## src/rtl/adc_line_tx_if.sv

```systemverilog
// Sample stream into the ADC line transmitter.
// Valid/ready: a sample transfers on a CLK edge where SVALID && SREADY; SDATA must be stable while SVALID is high, and SREADY does not depend on SVALID.
interface adc_line_tx_if;
  logic [11:0] SDATA;
  logic        SVALID;
  logic        SREADY;

  modport master (output SDATA, output SVALID, input SREADY);
  modport slave  (input SDATA, input SVALID, output SREADY);
endinterface

```

## src/rtl/adc_line_tx.sv

```systemverilog
// ADC-format line emulator: buffers 12-bit samples and emits 6-bit data/frame words with a bit-slip stage.
// Define ADC_LINE_TX_PRBS_EN to build the PRBS-7 source on MODE=11 (otherwise MODE=11 acts as IDLE).
module adc_line_tx #(
  parameter int         FIFO_DEPTH = 4,
  parameter logic [5:0] TRAIN_PAT  = 6'b111000,
  parameter logic [5:0] IDLE_WORD  = 6'b000000
) (
  input  logic         CLK,
  input  logic         RST,
  adc_line_tx_if.slave s_if,
  input  logic [1:0]   MODE,
  input  logic         SLIP,
  input  logic         UCLR,
  output logic [5:0]   DOUT,
  output logic [5:0]   FOUT,
  output logic         UNDERRUN,
  output logic [5:0]   DBG_STATE
);

  localparam int AW = (FIFO_DEPTH > 1) ? $clog2(FIFO_DEPTH) : 1;
  localparam int CW = $clog2(FIFO_DEPTH + 1);

  typedef enum logic [1:0] {
    MODE_IDLE  = 2'b00,
    MODE_TRAIN = 2'b01,
    MODE_DATA  = 2'b10,
    MODE_PRBS  = 2'b11
  } mode_e;

  logic [11:0]   mem_q [FIFO_DEPTH];
  logic [11:0]   mem_d [FIFO_DEPTH];
  logic [AW-1:0] wr_ptr_q, wr_ptr_d;
  logic [AW-1:0] rd_ptr_q, rd_ptr_d;
  logic [CW-1:0] count_q, count_d;
  logic          phase_q, phase_d;
  logic [2:0]    k_q, k_d;
  mode_e         mode_q, mode_d;
  logic [5:0]    lo_q, lo_d;
  logic          und_q, und_d;
  logic [5:0]    w_q, w_d;
  logic [5:0]    f_q, f_d;
  logic [5:0]    cur_q, cur_d;
  logic [5:0]    prev_q, prev_d;
  logic [5:0]    fcur_q, fcur_d;
  logic [5:0]    fprev_q, fprev_d;
  logic [5:0]    dout_q, dout_d;
  logic [5:0]    fout_q, fout_d;
  logic          underrun_q, underrun_d;
`ifdef ADC_LINE_TX_PRBS_EN
  logic [6:0]    lfsr_q, lfsr_d;
`endif

  logic          full;
  logic          empty;
  logic          push;
  logic          pop;
  mode_e         mode_in;
  mode_e         mode_eff;
  logic [11:0]   h;
  logic [11:0]   fh;

  assign full        = (count_q == CW'(FIFO_DEPTH));
  assign empty       = (count_q == '0);
  assign s_if.SREADY = !full;
  assign push        = s_if.SVALID && !full;
  assign mode_in     = mode_e'(MODE);
  // Phase 0 edges latch MODE, so both halves of a sample see the same mode.
  assign mode_eff    = phase_q ? mode_q : mode_in;

`ifdef ADC_LINE_TX_PRBS_EN
  // Six steps of x^7+x^6+1; the first generated bit lands in word bit 5.
  function automatic logic [12:0] prbs6(input logic [6:0] seed);
    logic [6:0] st;
    logic [5:0] w;
    logic       nb;
    st = seed;
    w  = '0;
    for (int i = 0; i < 6; i++) begin
      nb = st[6] ^ st[5];
      w  = {w[4:0], nb};
      st = {st[5:0], nb};
    end
    return {st, w};
  endfunction
`endif

  always_comb begin
    mem_d      = mem_q;
    wr_ptr_d   = wr_ptr_q;
    rd_ptr_d   = rd_ptr_q;
    count_d    = count_q;
    phase_d    = ~phase_q;
    mode_d     = phase_q ? mode_q : mode_in;
    lo_d       = lo_q;
    und_d      = und_q;
    w_d        = IDLE_WORD;
    f_d        = phase_q ? 6'b000000 : 6'b111111;
    underrun_d = underrun_q;
    pop        = 1'b0;
`ifdef ADC_LINE_TX_PRBS_EN
    lfsr_d     = lfsr_q;
`endif

    case (mode_eff)
      MODE_DATA: begin
        if (!phase_q) begin
          if (!empty) begin
            pop   = 1'b1;
            w_d   = mem_q[rd_ptr_q][11:6];
            lo_d  = mem_q[rd_ptr_q][5:0];
            und_d = 1'b0;
          end else begin
            und_d = 1'b1;
          end
        end else begin
          w_d = und_q ? IDLE_WORD : lo_q;
        end
      end
      MODE_TRAIN: w_d = TRAIN_PAT;
`ifdef ADC_LINE_TX_PRBS_EN
      MODE_PRBS: begin
        {lfsr_d, w_d} = prbs6((!phase_q && (mode_q != MODE_PRBS)) ? 7'h7F : lfsr_q);
      end
`endif
      default: w_d = IDLE_WORD;
    endcase

    if (!phase_q && (mode_eff == MODE_DATA) && empty) begin
      underrun_d = 1'b1;
    end else if (UCLR) begin
      underrun_d = 1'b0;
    end

    if (push) begin
      mem_d[wr_ptr_q] = s_if.SDATA;
      wr_ptr_d        = wr_ptr_q + AW'(1);
    end
    if (pop) begin
      rd_ptr_d = rd_ptr_q + AW'(1);
    end
    case ({push, pop})
      2'b10:   count_d = count_q + CW'(1);
      2'b01:   count_d = count_q - CW'(1);
      default: count_d = count_q;
    endcase

    cur_d   = w_q;
    prev_d  = cur_q;
    fcur_d  = f_q;
    fprev_d = fcur_q;
    // Window into the two-word history: k bits of extra delay.
    h       = {prev_q, cur_q} >> k_q;
    fh      = {fprev_q, fcur_q} >> k_q;
    dout_d  = h[5:0];
    fout_d  = fh[5:0];

    k_d = k_q;
    if (SLIP) begin
      k_d = (k_q == 3'd5) ? 3'd0 : k_q + 3'd1;
    end
  end

  always_ff @(posedge CLK or posedge RST) begin
    if (RST) begin
      for (int i = 0; i < FIFO_DEPTH; i++) begin
        mem_q[i] <= '0;
      end
      wr_ptr_q   <= '0;
      rd_ptr_q   <= '0;
      count_q    <= '0;
      phase_q    <= 1'b0;
      k_q        <= 3'd0;
      mode_q     <= MODE_IDLE;
      lo_q       <= '0;
      und_q      <= 1'b0;
      w_q        <= '0;
      f_q        <= '0;
      cur_q      <= '0;
      prev_q     <= '0;
      fcur_q     <= '0;
      fprev_q    <= '0;
      dout_q     <= '0;
      fout_q     <= '0;
      underrun_q <= 1'b0;
`ifdef ADC_LINE_TX_PRBS_EN
      lfsr_q     <= 7'h7F;
`endif
    end else begin
      mem_q      <= mem_d;
      wr_ptr_q   <= wr_ptr_d;
      rd_ptr_q   <= rd_ptr_d;
      count_q    <= count_d;
      phase_q    <= phase_d;
      k_q        <= k_d;
      mode_q     <= mode_d;
      lo_q       <= lo_d;
      und_q      <= und_d;
      w_q        <= w_d;
      f_q        <= f_d;
      cur_q      <= cur_d;
      prev_q     <= prev_d;
      fcur_q     <= fcur_d;
      fprev_q    <= fprev_d;
      dout_q     <= dout_d;
      fout_q     <= fout_d;
      underrun_q <= underrun_d;
`ifdef ADC_LINE_TX_PRBS_EN
      lfsr_q     <= lfsr_d;
`endif
    end
  end

  assign DOUT      = dout_q;
  assign FOUT      = fout_q;
  assign UNDERRUN  = underrun_q;
  assign DBG_STATE = {mode_q, phase_q, k_q};

endmodule

```

## src/flat_wrapper.sv

```systemverilog
// flat-port wrapper written by rule: the top's interface ports become plain ports
module adc_line_tx_flat 
#(
  parameter int         FIFO_DEPTH = 4,
  parameter logic [5:0] TRAIN_PAT  = 6'b111000,
  parameter logic [5:0] IDLE_WORD  = 6'b000000
)
  (CLK, RST, MODE, SLIP, UCLR, DOUT, FOUT, UNDERRUN, DBG_STATE, s_if_SDATA, s_if_SVALID, s_if_SREADY);
  adc_line_tx_if s_if_i ();
  input  logic CLK;
  input  logic RST;
  input  logic [1:0] MODE;
  input  logic SLIP;
  input  logic UCLR;
  output logic [5:0] DOUT;
  output logic [5:0] FOUT;
  output logic UNDERRUN;
  output logic [5:0] DBG_STATE;
  input wire logic [$bits(s_if_i.SDATA)-1:0] s_if_SDATA;
  input wire logic [$bits(s_if_i.SVALID)-1:0] s_if_SVALID;
  output wire logic [$bits(s_if_i.SREADY)-1:0] s_if_SREADY;
  assign s_if_i.SDATA = s_if_SDATA;
  assign s_if_i.SVALID = s_if_SVALID;
  assign s_if_SREADY = s_if_i.SREADY;
  adc_line_tx #(.FIFO_DEPTH(FIFO_DEPTH), .TRAIN_PAT(TRAIN_PAT), .IDLE_WORD(IDLE_WORD)) u_core (.CLK(CLK), .RST(RST), .s_if(s_if_i), .MODE(MODE), .SLIP(SLIP), .UCLR(UCLR), .DOUT(DOUT), .FOUT(FOUT), .UNDERRUN(UNDERRUN), .DBG_STATE(DBG_STATE));
endmodule
```

## config.mk

```make
export PLATFORM = sky130hd
export DESIGN_NAME = adc_line_tx_flat
export DESIGN_NICKNAME = d
export VERILOG_FILES = /design/src/rtl/adc_line_tx_if.sv /design/src/rtl/adc_line_tx.sv /design/src/flat_wrapper.sv
export SDC_FILE = /design/constraint.sdc
export NUM_CORES = 1
export LEC_CHECK = 0
export ABC_AREA = 1
export CAP_MARGIN = 10
export CORE_UTILIZATION = 54
export CTS_BUF_LIST = sky130_fd_sc_hd__clkbuf_8
export DETAILED_ROUTE_END_ITERATION = 8
export HOLD_SLACK_MARGIN = 0.02
export PLACE_DENSITY_LB_ADDON = 0.05
export SLEW_MARGIN = 40
export SYNTH_ARGS = -nofsm -noshare
export SYNTH_HDL_FRONTEND = slang
export SYNTH_SLANG_ARGS = --single-unit
```

## constraint.sdc

```tcl
create_clock -name CLK -period 3.6 [get_ports CLK]
set_input_delay 1.08 -clock CLK [delete_from_list [all_inputs] [get_ports CLK]]
set_output_delay 1.08 -clock CLK [all_outputs]
set_load 0.02 [all_outputs]
```

==> Word-level counts from Yosys, hierarchy flattened <==
Index checks and enable logic that the tools add are counted.
Widths: inputs -> output; s select.
{ "totals": {"out_inout_bits": 20, "regBits": 117, "elab_cells": 72, "inputBits": 19} }
{ "classes": {"order_cmp": 3, "bitwise": 4, "shift": 2, "muxes": 20, "addsub": 5, "n_reduce_logical": 11, "n_eq_ne": 6} }
{ "ops": {"columns": ["cell", "count"], "rows": [
  ["$bwmux 48", 1],
  ["$mux 12", 3],
  ["$bmux 12 s2", 1],
  ["$demux 12 s2", 1],
  ["$mux 6", 4],
  ["$shr 12x3->6", 2],
  ["$pmux 6 s2", 1],
  ["$add 3x1->3 const B", 2],
  ["$eq 3x3->1 const B", 2],
  ["$ge 3x3->1 const B", 2],
  ["$mux 1", 6],
  ["$not 2->3", 2],
  ["$pmux 3 s2", 1],
  ["$add 2x1->2 const B", 2],
  ["$eq 2x1->1 const B", 2],
  ["$eq 2x2->1 const B", 2],
  ["$logic_and 1x1->1", 4],
  ["$reduce_bool 2->1", 2],
  ["$logic_not 3->1", 1],
  ["$lt 3x1->1 const B", 1],
  ["$mux 3", 1],
  ["$reduce_and 3->1", 1],
  ["$sub 3x1->3 const B", 1],
  ["$logic_not 1->1", 2],
  ["other kinds (3)", 4]
]} }

==> Depth between registers and ports, before layout <==
Gate-level depths: netlist of the first run.
{ "logic_depth": {"ltp_word": 7, "ltp_mapped": 16, "ltp_nobuf": 15} }

==> Worst setup path before layout of the first run <==
Ideal clock, no wire load.
{ "synth_timing": {"kind": "input to register", "start": "input port MODE[0]", "end": "register u_core.count_q[2]", "path_slack_ps": 664, "setup_time_ps": 131, "n_path_buf": 0, "arrival_time_ps": 2805, "path_stages": 12, "t_required_ps": 3469, "cell_sequence": "o21ai_0 ha_1 inv_1 nor2_1 inv_2 nor2_8 ha_1 inv_1 fa_1 a21oi_1 o21ai_0 xor2_1"} }
{ "synth_between": {"elab_chain_cells": 5, "elab_cells_between_ends": 7} }
{ "synth_rtl": {"columns": ["item", "line_no", "text"], "rows": [
  ["start, declared", "flat_wrapper.sv:12", "input logic [1:0] MODE;"],
  ["$mux 2 (*)", "adc_line_tx.sv:68", "assign mode_eff = phase_q ? mode_q : mode_in;"],
  ["$eq 2x2->1 (*)", "adc_line_tx.sv:104", "case (mode_eff)"],
  ["$mux 1 (*)", "adc_line_tx.sv:104", null],
  ["net u_core.pop", "adc_line_tx.sv:56", "logic pop;"],
  ["$eq 2x1->1 / $eq 2x2->1 (equally long branches)", "adc_line_tx.sv:141", "case ({push, pop})"],
  ["$pmux 3 s2 / $reduce_bool 2->1 (equally long branches)", null, null],
  ["end signal, assigned", "adc_line_tx.sv:192", "count_q <= count_d;"],
  ["end, declared", "adc_line_tx.sv:34", "logic [CW-1:0] count_q, count_d;"]
]} }
Mark *: on every way through the listed nets, which the timed path passes. The rest lies on a longest branch.
A chain may end at the register's enable or synchronous reset.

==> Final worst setup path of the first run <==
Same ends and word-level chain as after synthesis.

==> flow_summary.rst, run 1 <==
.. list-table::
   :header-rows: 1

   * - Metric
     - Value
   * - Largest net degree at the start of global routing
     - 61
   * - Synth cell types
     - 30
   * - Vias in the first global route
     - 3448
   * - Overall die area
     - 8870 um2
   * - WL per Instance
     - 13.7 um
   * - Pins Over Slew Limit
     - 0
   * - Highest fanout seen on the critical path
     - 9
   * - RSZ-0062 raised after global routing
     - no
   * - Synth top area share
     - 55.1%
   * - Standard-cell rows
     - 33
   * - Half-perimeter wire length of the detailed placement result
     - 6580 um
   * - Drt initial violations
     - 145
   * - Register area share after synthesis
     - 55.1%
   * - Number of failing setup endpoints in the final timing report
     - 0
   * - Register bit count reported by yosys
     - 101
   * - Area used by multi-input combinational logic
     - 1710 um2
   * - Synth Area per Inst
     - 8.54 um2
   * - Wire length of the first global-routing pass
     - 16200 um
   * - Sequential power share
     - 44.4%
   * - Number of buffers between clock root and the deepest sink
     - 2
   * - Later-pin clock latency in the skew report
     - roughly 0.36 ns
   * - Clock Root Buffer
     - sky130_fd_sc_hd__clkbuf_8
   * - Resized Gates After CTS
     - 0
   * - Arr. time, crit path
     - roughly 3.4 ns
   * - Status
     - finished clean
   * - WHS Endpoint
     - u_core.cur_q[1]
   * - Final sum of negative setup slack
     - 0 ns
   * - Global Route Usage Sum
     - 23.8%
   * - Clock edge transition at the registers on the reported setup and hold paths
     - 0.09 ns
   * - Per-cell via count in the routed design
     - 5.27
   * - YS warnings
     - 0
   * - Clock tree from TritonCTS
     - yes
   * - Hold_buf cts
     - 0
   * - Hold Path Cell Cnt
     - 0
   * - Relative contribution of combinational cells to total power
     - roughly two fifths
   * - Sink count of the clock tree
     - 101
   * - Most common library cells after synthesis
     - sky130_fd_sc_hd__nand2_1, sky130_fd_sc_hd__dfrtp_1, sky130_fd_sc_hd__o21ai_0
   * - Portion of the clock cycle consumed by the worst path in the final layout
     - 86.5%
   * - Hold_sp
     - u_core.cur_d[1]
   * - Tightest Pin Transition
     - 0.714 ns
   * - Finished Cell Area
     - roughly 5200 um2
   * - Type of origin of the critical path
     - input port
   * - RD Place Congestion
     - 0.839
   * - Die Ht
     - between 90 and 100 um
   * - DRC viols
     - 0
   * - Reg2Reg Launch Point
     - u_core.f_q[4]
   * - Number of inserted filler cells in the final layout
     - between 700 and 800
   * - Storage cell area
     - 2530 um2
   * - Port Buffer Count
     - 38
   * - Area overhead of the layout relative to synthesis
     - 13.7%
   * - HP Class
     - flop to flop
   * - Antenna violations before repair
     - 0
   * - Boundary Pins
     - 39
   * - Proportion of synthesized flip-flops having asynchronous set or reset
     - 100%
   * - Net switching component of the power
     - 1620 uW
   * - Overflow left after global routing
     - 0
   * - Most frequent cell after synthesis
     - sky130_fd_sc_hd__nand2_1
   * - Final Hold Vio Count
     - 0
   * - Core Footprint
     - 8220 um2
   * - Final Critical Period
     - between 3 and 4 ns
   * - Required time at the worst-slack endpoint
     - 3.84 ns
   * - Clock skew
     - about 0.011 ns
   * - Fmax
     - between 300 and 400 MHz
   * - Number of setup buffers added after CTS
     - 0
   * - H-tree depth reported by CTS
     - 3
   * - Die width
     - 94.2 um
   * - Worst setup path category
     - input port to flop
   * - Share of cells above drive strength 1
     - a little under 7%
   * - Net count of the finished layout
     - 597
   * - Initial Utilization
     - 55.8%
   * - Tot Pwr
     - 4070 uW
   * - Total inserted antenna cells
     - 0
   * - Slew margin rel.
     - 52.4%
   * - Sum of routed wire length over all layers
     - 9270 um
   * - Netlist Area Pre-Place
     - 4590 um2
   * - Critical path capture point type
     - flop
   * - IR drop worst, VDD
     - slightly above 400 uV
   * - Switching fraction of total power
     - approximately two fifths
   * - Cell count of the worst reg-to-reg path
     - 14
   * - Internal Dissipation
     - approximately 2500 uW
   * - Ys flop type
     - sky130_fd_sc_hd__dfrtp_1
   * - Detailed-routing iteration count for the pre-antenna-repair pass
     - 4
   * - Leakage power summed over all cells
     - ~0.0026 uW
   * - Count of mapped cells out of synthesis
     - 537
   * - Library cell occupying the most area in the post-synthesis netlist
     - sky130_fd_sc_hd__dfrtp_1
   * - Cell types with the largest area share after synthesis
     - sky130_fd_sc_hd__dfrtp_1, sky130_fd_sc_hd__nand2_1, sky130_fd_sc_hd__o21ai_0
   * - Final ANT Viol Nets
     - 0
   * - Area of placed instances
     - 5030 um2
   * - Number of enable flip-flop cells after synthesis
     - 0
   * - Slack of the worst reg-to-reg path
     - 0.64 ns
   * - Total via count in the routed design
     - 3576
   * - Net count after synthesis
     - 564
   * - Reg-to-reg endpoint
     - u_core.count_q[2]
   * - Worst hold margin
     - 0.359 ns
   * - Total clock buffers created by CTS
     - 9
   * - Share of total power in the clock network
     - 17.3%
   * - Power density relative to cell area
     - 780 nW/um2
   * - Max-cap viol count
     - 0
==> cell usage in the layout, fill, tap and decap left out, drive strengths merged <==
cell           netlist  layout
a21oi               21      21
clkinvlp             0       2
or2                  3       3
o211ai               7       7
fa                   1       1
dfrtp              101     101
o21bai               1       1
ha                   7       7
o221ai               1       1
buf                 20       7
inv                 53      54
nand3               37      37
clkinv               2       3
nor2                17      17
o21ai               75      75
bufinv               0       1
clkbuf               3      10
xnor2                1       1
nand2              184     184
clkdlybuf4s50        0      38
o22ai                1       1
xor2                 2       2
==> worst max-delay path by stage <==
| stage | slack, ns | start | end | cells past startpoint |
|---|---|---|---|---|
| final | 0.49 | MODE[0] | u_core.count_q[2] | 13 |
| after floorplan | 0.66 | MODE[0] | u_core.count_q[2] | 12 |
| after CTS | 0.51 | MODE[0] | u_core.count_q[2] | 13 |
| after detailed placement | 0.15 | MODE[0] | u_core.count_q[2] | 13 |
| after global routing | 0.38 | MODE[0] | u_core.count_q[2] | 13 |
| after global placement | 0.22 | MODE[0] | u_core.count_q[2] | 13 |
==> flip-flops by register name, summed over array words and instances, names as in the netlist, 6 cells and up <==
register and flops:
u_core.DOUT 6, u_core.FOUT 6, u_core.cur_d 6, u_core.cur_q 6, u_core.lo_q 6, u_core.mem_q 48
u_core.prev_q 6
==> per-stage QoR <==
step	worst slack (ns)	instances	util (%)
6_report	0.485	679	63.5
2_1_floorplan	0.664	537	-
5_1_grt	0.380	679	63.5
3_3_place_gp	0.224	664	61.2
4_1_cts	0.511	679	63.5
3_5_place_dp	0.149	664	61.2
==> per-layer routing <==
metal	GRT usage [%]	up-vias	routed length (um)
li1	-	1774	-
met2	38.5	74	4390
met5	0	-	0
met3	3.64	22	277
met4	11.8	0	294
met1	31.3	1706	4310
==> critical path: stages <==
cell and delay (ns):
sky130_fd_sc_hd__clkdlybuf4s50_1 0.40, sky130_fd_sc_hd__o21ai_0 0.27, sky130_fd_sc_hd__ha_1 0.23, sky130_fd_sc_hd__inv_1 0.04
sky130_fd_sc_hd__nor2_1 0.10, sky130_fd_sc_hd__inv_2 0.11, sky130_fd_sc_hd__nor2_8 0.12, sky130_fd_sc_hd__ha_1 0.15
sky130_fd_sc_hd__inv_1 0.07, sky130_fd_sc_hd__fa_1 0.39, sky130_fd_sc_hd__a21oi_1 0.14, sky130_fd_sc_hd__o21ai_0 0.10
sky130_fd_sc_hd__xor2_1 0.15
==> kinds of logic (layout without fill, tap and decap cells) <==
| kind of cell | after synthesis | count (layout) | share of synthesized area (%) |
|---|---|---|---|
| XOR/XNOR | 3 | 3 | 0.573 |
| adder cells (fa/ha/maj) | 8 | 8 | 2.35 |
| AO/OA/AOI/OAI | 106 | 106 | 12.1 |
| flip-flops | 101 | 101 | 55.1 |
| buffers and inverters | 78 | 115 | 7.61 |
| AND/OR/NAND/NOR | 241 | 241 | 22.3 |
==> final cells by class <==
class	instances	area share, %
multi-input cells	358	32.8
clock buffers	10	2.64
well taps	105	2.52
repair buffers	45	8.54
flip-flops and latches	101	48.4
clock inverters	5	1.03
inverters	55	4.03
==> power by group through the flow <==
| stage | registers, uW | logic (uW) | clock network, uW |
|---|---|---|---|
| finish | 1810 | 1560 | 704 |
| global route | 1860 | 1780 | 770 |
| CTS | 1810 | 1570 | 730 |
| detailed placement | 1830 | 1560 | 0 |
| global placement | 1820 | 1520 | 0 |
| floorplan | 1790 | 1120 | 0 |
No activity file was read; power rests on OpenSTA's default activity.
==> run 2: changes to the inputs <==
--- a/config.mk
+++ b/config.mk
@@ -6,6 +6,7 @@
 export NUM_CORES = 1
 export LEC_CHECK = 0
 export ABC_AREA = 1
+export ABC_CLOCK_PERIOD_IN_PS = 3600
 export CAP_MARGIN = 10
 export CORE_UTILIZATION = 54
 export CTS_BUF_LIST = sky130_fd_sc_hd__clkbuf_8
==> constraint.sdc (replaced) <==
create_clock -name CLK -period 3.6 [get_ports CLK]
set_input_delay 0.72 -clock CLK [delete_from_list [all_inputs] [get_ports CLK]]
set_output_delay 0.72 -clock CLK [all_outputs]
set_load 0.02 [all_outputs]
==> run 2 against run 1 <==
Against the previous run: maximum frequency is 4.9% higher; clock power increased by 2%; register-to-register slack about the same; critical path depth increased by 1; wire length fell by 0.69%; total power increased by 0.57%; flip-flop and latch count did not move; worst setup slack better by 0.15 ns; largest cell class unchanged; cell area fell by 0.24%.
==> flow_summary.rst, run 2 (synthesis gave the netlist of run 1 again) <==
.. list-table::
   :header-rows: 1

   * - Metric
     - Value
   * - Hold Path Cell Cnt
     - 0 (unchanged)
   * - Routed wl met3
     - 365 um (+32%)
   * - Status
     - finished clean
   * - Max-cap viol count
     - 0 (unchanged)
   * - Total clock buffers created by CTS
     - 9 (unchanged)
   * - Clock edge transition at the registers on the reported setup and hold paths
     - 0.09 ns (about the same)
   * - Largest net degree at the start of global routing
     - 53 (-13%)
   * - Share of cells above drive strength 1
     - 6.32% (-0.48 points)
   * - Fmax
     - 337 MHz (+4.9%)
   * - Wire length of the first global-routing pass
     - 15600 um (-3.5%)
   * - Total via count in the routed design
     - 3536 (-1.1%)
   * - CP top delay family
     - adder cells
   * - Hold_buf cts
     - 0 (unchanged)
   * - RSZ-0062 raised after global routing
     - no
   * - Initial Utilization
     - 55.8% (unchanged)
   * - Hold_sp
     - u_core.cur_d[0]
   * - Number of setup buffers added after CTS
     - 0 (unchanged)
   * - Delay of the slowest critical-path stage
     - 0.59 ns (+0.19 ns)
   * - Arr. time, crit path
     - 3.21 ns (-0.14 ns)
   * - HP Class
     - flop to flop
   * - Sum of routed wire length over all layers
     - 9210 um (-0.69%)
   * - Critical path's most frequent cell
     - sky130_fd_sc_hd__inv_1
   * - Core Footprint
     - 8220 um2 (unchanged)
   * - Number of buffers between clock root and the deepest sink
     - 2 (unchanged)
   * - Critical path capture point type
     - flop
   * - Highest metal used
     - met4
   * - Clock tree from TritonCTS
     - yes
   * - Critical path buffers and inverters
     - 4 (unchanged)
   * - Final Critical Period
     - 2.97 ns (-0.147 ns)
   * - Cell count of the worst reg-to-reg path
     - 14 (unchanged)
   * - Sequential power share
     - 44.3% (about the same)
   * - Area overhead of the layout relative to synthesis
     - 13.4%
   * - Biggest register
     - u_core.mem_q
   * - Internal Dissipation
     - 2460 uW (+0.43%)
   * - Detailed-routing iteration count for the pre-antenna-repair pass
     - 4 (unchanged)
   * - Portion of the clock cycle consumed by the worst path in the final layout
     - 82.4% (-4.1 points)
   * - Sink count of the clock tree
     - 101 (unchanged)
   * - Minimum setup slack after placement
     - 0.460 ns (+0.310 ns)
   * - Final sum of negative setup slack
     - 0 ns (unchanged)
   * - DRC viols
     - 0 (unchanged)
   * - Antenna violations before repair
     - 0 (unchanged)
   * - Standard-cell rows
     - 33 (unchanged)
   * - Post-route setup slack
     - 0.632 ns (+0.147 ns)
   * - Tot Pwr
     - 4090 uW (+0.57%)
   * - Ordered list of cells on the worst path
     - inv_1 -> or2_2 -> o21ai_0 -> ha_1 -> inv_1 -> nor2_1 -> inv_2 -> nor2_8 -> ha_1 -> inv_1 -> fa_1 -> a21oi_1 -> o21ai_0 -> xor2_1
   * - Per-cell via count in the routed design
     - 5.24 (-0.53%)
   * - Leakage power summed over all cells
     - 0.00253 uW (-0.69%)
   * - WHS Endpoint
     - u_core.cur_q[0]
   * - WL per Instance
     - 13.6 um (-0.10%)
   * - Clock Root Buffer
     - sky130_fd_sc_hd__clkbuf_8
   * - Vias in the first global route
     - 3275 (-5.0%)
   * - Relative contribution of combinational cells to total power
     - 38.1% (-0.2 points)
   * - Number of failing setup endpoints in the final timing report
     - 0 (unchanged)
   * - Port Buffer Count
     - 38 (unchanged)
   * - Finished Layout Cells
     - 675 (-0.59%)
   * - Required time at the worst-slack endpoint
     - 3.84 ns (about the same)
   * - H-tree depth reported by CTS
     - 3 (unchanged)
   * - Leading cell type in the layout, fill and taps excluded
     - sky130_fd_sc_hd__nand2_1
   * - IR drop worst, VDD
     - 367 uV (-9.1%)
   * - Final ANT Viol Nets
     - 0 (unchanged)
   * - Tightest Pin Transition
     - 0.793 ns (+0.0789 ns)
   * - Reg2Reg Launch Point
     - u_core.f_q[4]
   * - Type of origin of the critical path
     - flop
   * - Worst setup path category
     - flop to flop
   * - Total inserted antenna cells
     - 0 (unchanged)
   * - Power density relative to cell area
     - 786 nW/um2 (+0.81%)
   * - Net switching component of the power
     - 1630 uW (+0.79%)
   * - Slack of the worst reg-to-reg path
     - 0.63 ns (about the same)
   * - Net count of the finished layout
     - 593 (-0.67%)
   * - Switching fraction of total power
     - 39.8% (+0.086 points)
   * - WP depth
     - 14 (+1)
   * - Met2 Wirelength
     - 4400 um (+0.27%)
   * - Overflow left after global routing
     - 0 (unchanged)
   * - Overall die area
     - 8870 um2 (unchanged)
   * - Post-Place Cells
     - 660 (-0.60%)
   * - Max reg flops
     - 48 (unchanged)
   * - Pins Over Slew Limit
     - 0 (unchanged)
   * - Clock skew
     - 0.00594 ns (-0.00509 ns)
   * - Die Ht
     - 94.2 um (unchanged)
   * - Die width
     - 94.2 um (unchanged)
   * - Global Route Usage Sum
     - 23.0% (-0.82 points)
   * - RD Place Congestion
     - 0.842 (+0.32%)
   * - Final Hold Vio Count
     - 0 (unchanged)
   * - Number of inserted filler cells in the final layout
     - 738 (+2.4%)
   * - Reg-to-reg endpoint
     - u_core.count_q[2]
   * - Half-perimeter wire length of the detailed placement result
     - 6370 um (-3.3%)
   * - Slowest stage cell, crit path
     - sky130_fd_sc_hd__dfrtp_1
   * - Highest fanout seen on the critical path
     - 13 (+4)
   * - Drt initial violations
     - 199 (+37%)
   * - Later-pin clock latency in the skew report
     - 0.36 ns (about the same)
   * - Commonest cells after routing, fill and taps aside
     - sky130_fd_sc_hd__nand2_1, sky130_fd_sc_hd__dfrtp_1, sky130_fd_sc_hd__o21ai_0, sky130_fd_sc_hd__inv_1, sky130_fd_sc_hd__clkdlybuf4s50_1
   * - Routed metal-1 wirelength
     - 4290 um (-0.39%)
   * - Boundary Pins
     - 39 (unchanged)
   * - Resized Gates After CTS
     - 0 (unchanged)
   * - Slew margin rel.
     - 47.1% (-5.3 points)
   * - Share of total power in the clock network
     - 17.6% (+0.3 points)
==> run 2: cell types whose count changed in the layout (fill, tap and decap cells not counted), sizes merged <==
cell,before,now
buf,7,3
clkbuf,10,11
clkinv,3,2
==> run 2: area by class of cell <==
class	instances	area [um2]	area share [%]
Sequential cell	101	2530	48.6
Inverter	55	209	4.01
Tap cell	105	131	2.52
Clock inverter	4	48.8	0.938
Timing Repair Buffer	41	415	7.98
Clock buffer	11	151	2.91
Multi-Input combinational cell	358	1720	33.1
==> run 2: how the worst max path moves through the flow <==
stage	endpoint	slack (ns)	start
after floorplan	u_core.DOUT[0]	0.23	RST
after global placement	u_core.count_q[2]	0.51	MODE[0]
after detailed placement	u_core.count_q[2]	0.46	MODE[0]
after CTS	u_core.count_q[2]	0.62	u_core.f_q[4]
after global routing	u_core.count_q[2]	0.39	u_core.f_q[4]
final	u_core.count_q[2]	0.63	u_core.f_q[4]
==> run 2: power by group through the flow <==
stage	combinational, uW	clock, uW	sequential, uW
3_3_place_gp	1530	0	1820
3_5_place_dp	1560	0	1830
4_1_cts	1570	735	1810
6_report	1560	720	1810
2_1_floorplan	1120	0	1790
5_1_grt	1770	775	1860
==> run 2: per-layer routing <==
layer	GRT usage (%)	vias to the layer above
met1	31.3	1681
met5	0	-
met2	37.8	80
met3	2.75	12
met4	8.72	0
li1	-	1763
==> run 2: metrics by stage <==
| stage | instance area [um2] | hold slack, ns | util [%] |
|---|---|---|---|
| 4_1_cts | 5190 | 0.352 | 63.2 |
| 2_1_floorplan | 4590 | 0.331 | - |
| 6_report | 5200 | 0.355 | 63.3 |
| 3_5_place_dp | 4990 | 0.337 | 60.8 |
| 3_3_place_gp | 4990 | 0.331 | 60.8 |
| 5_1_grt | 5200 | 0.363 | 63.3 |
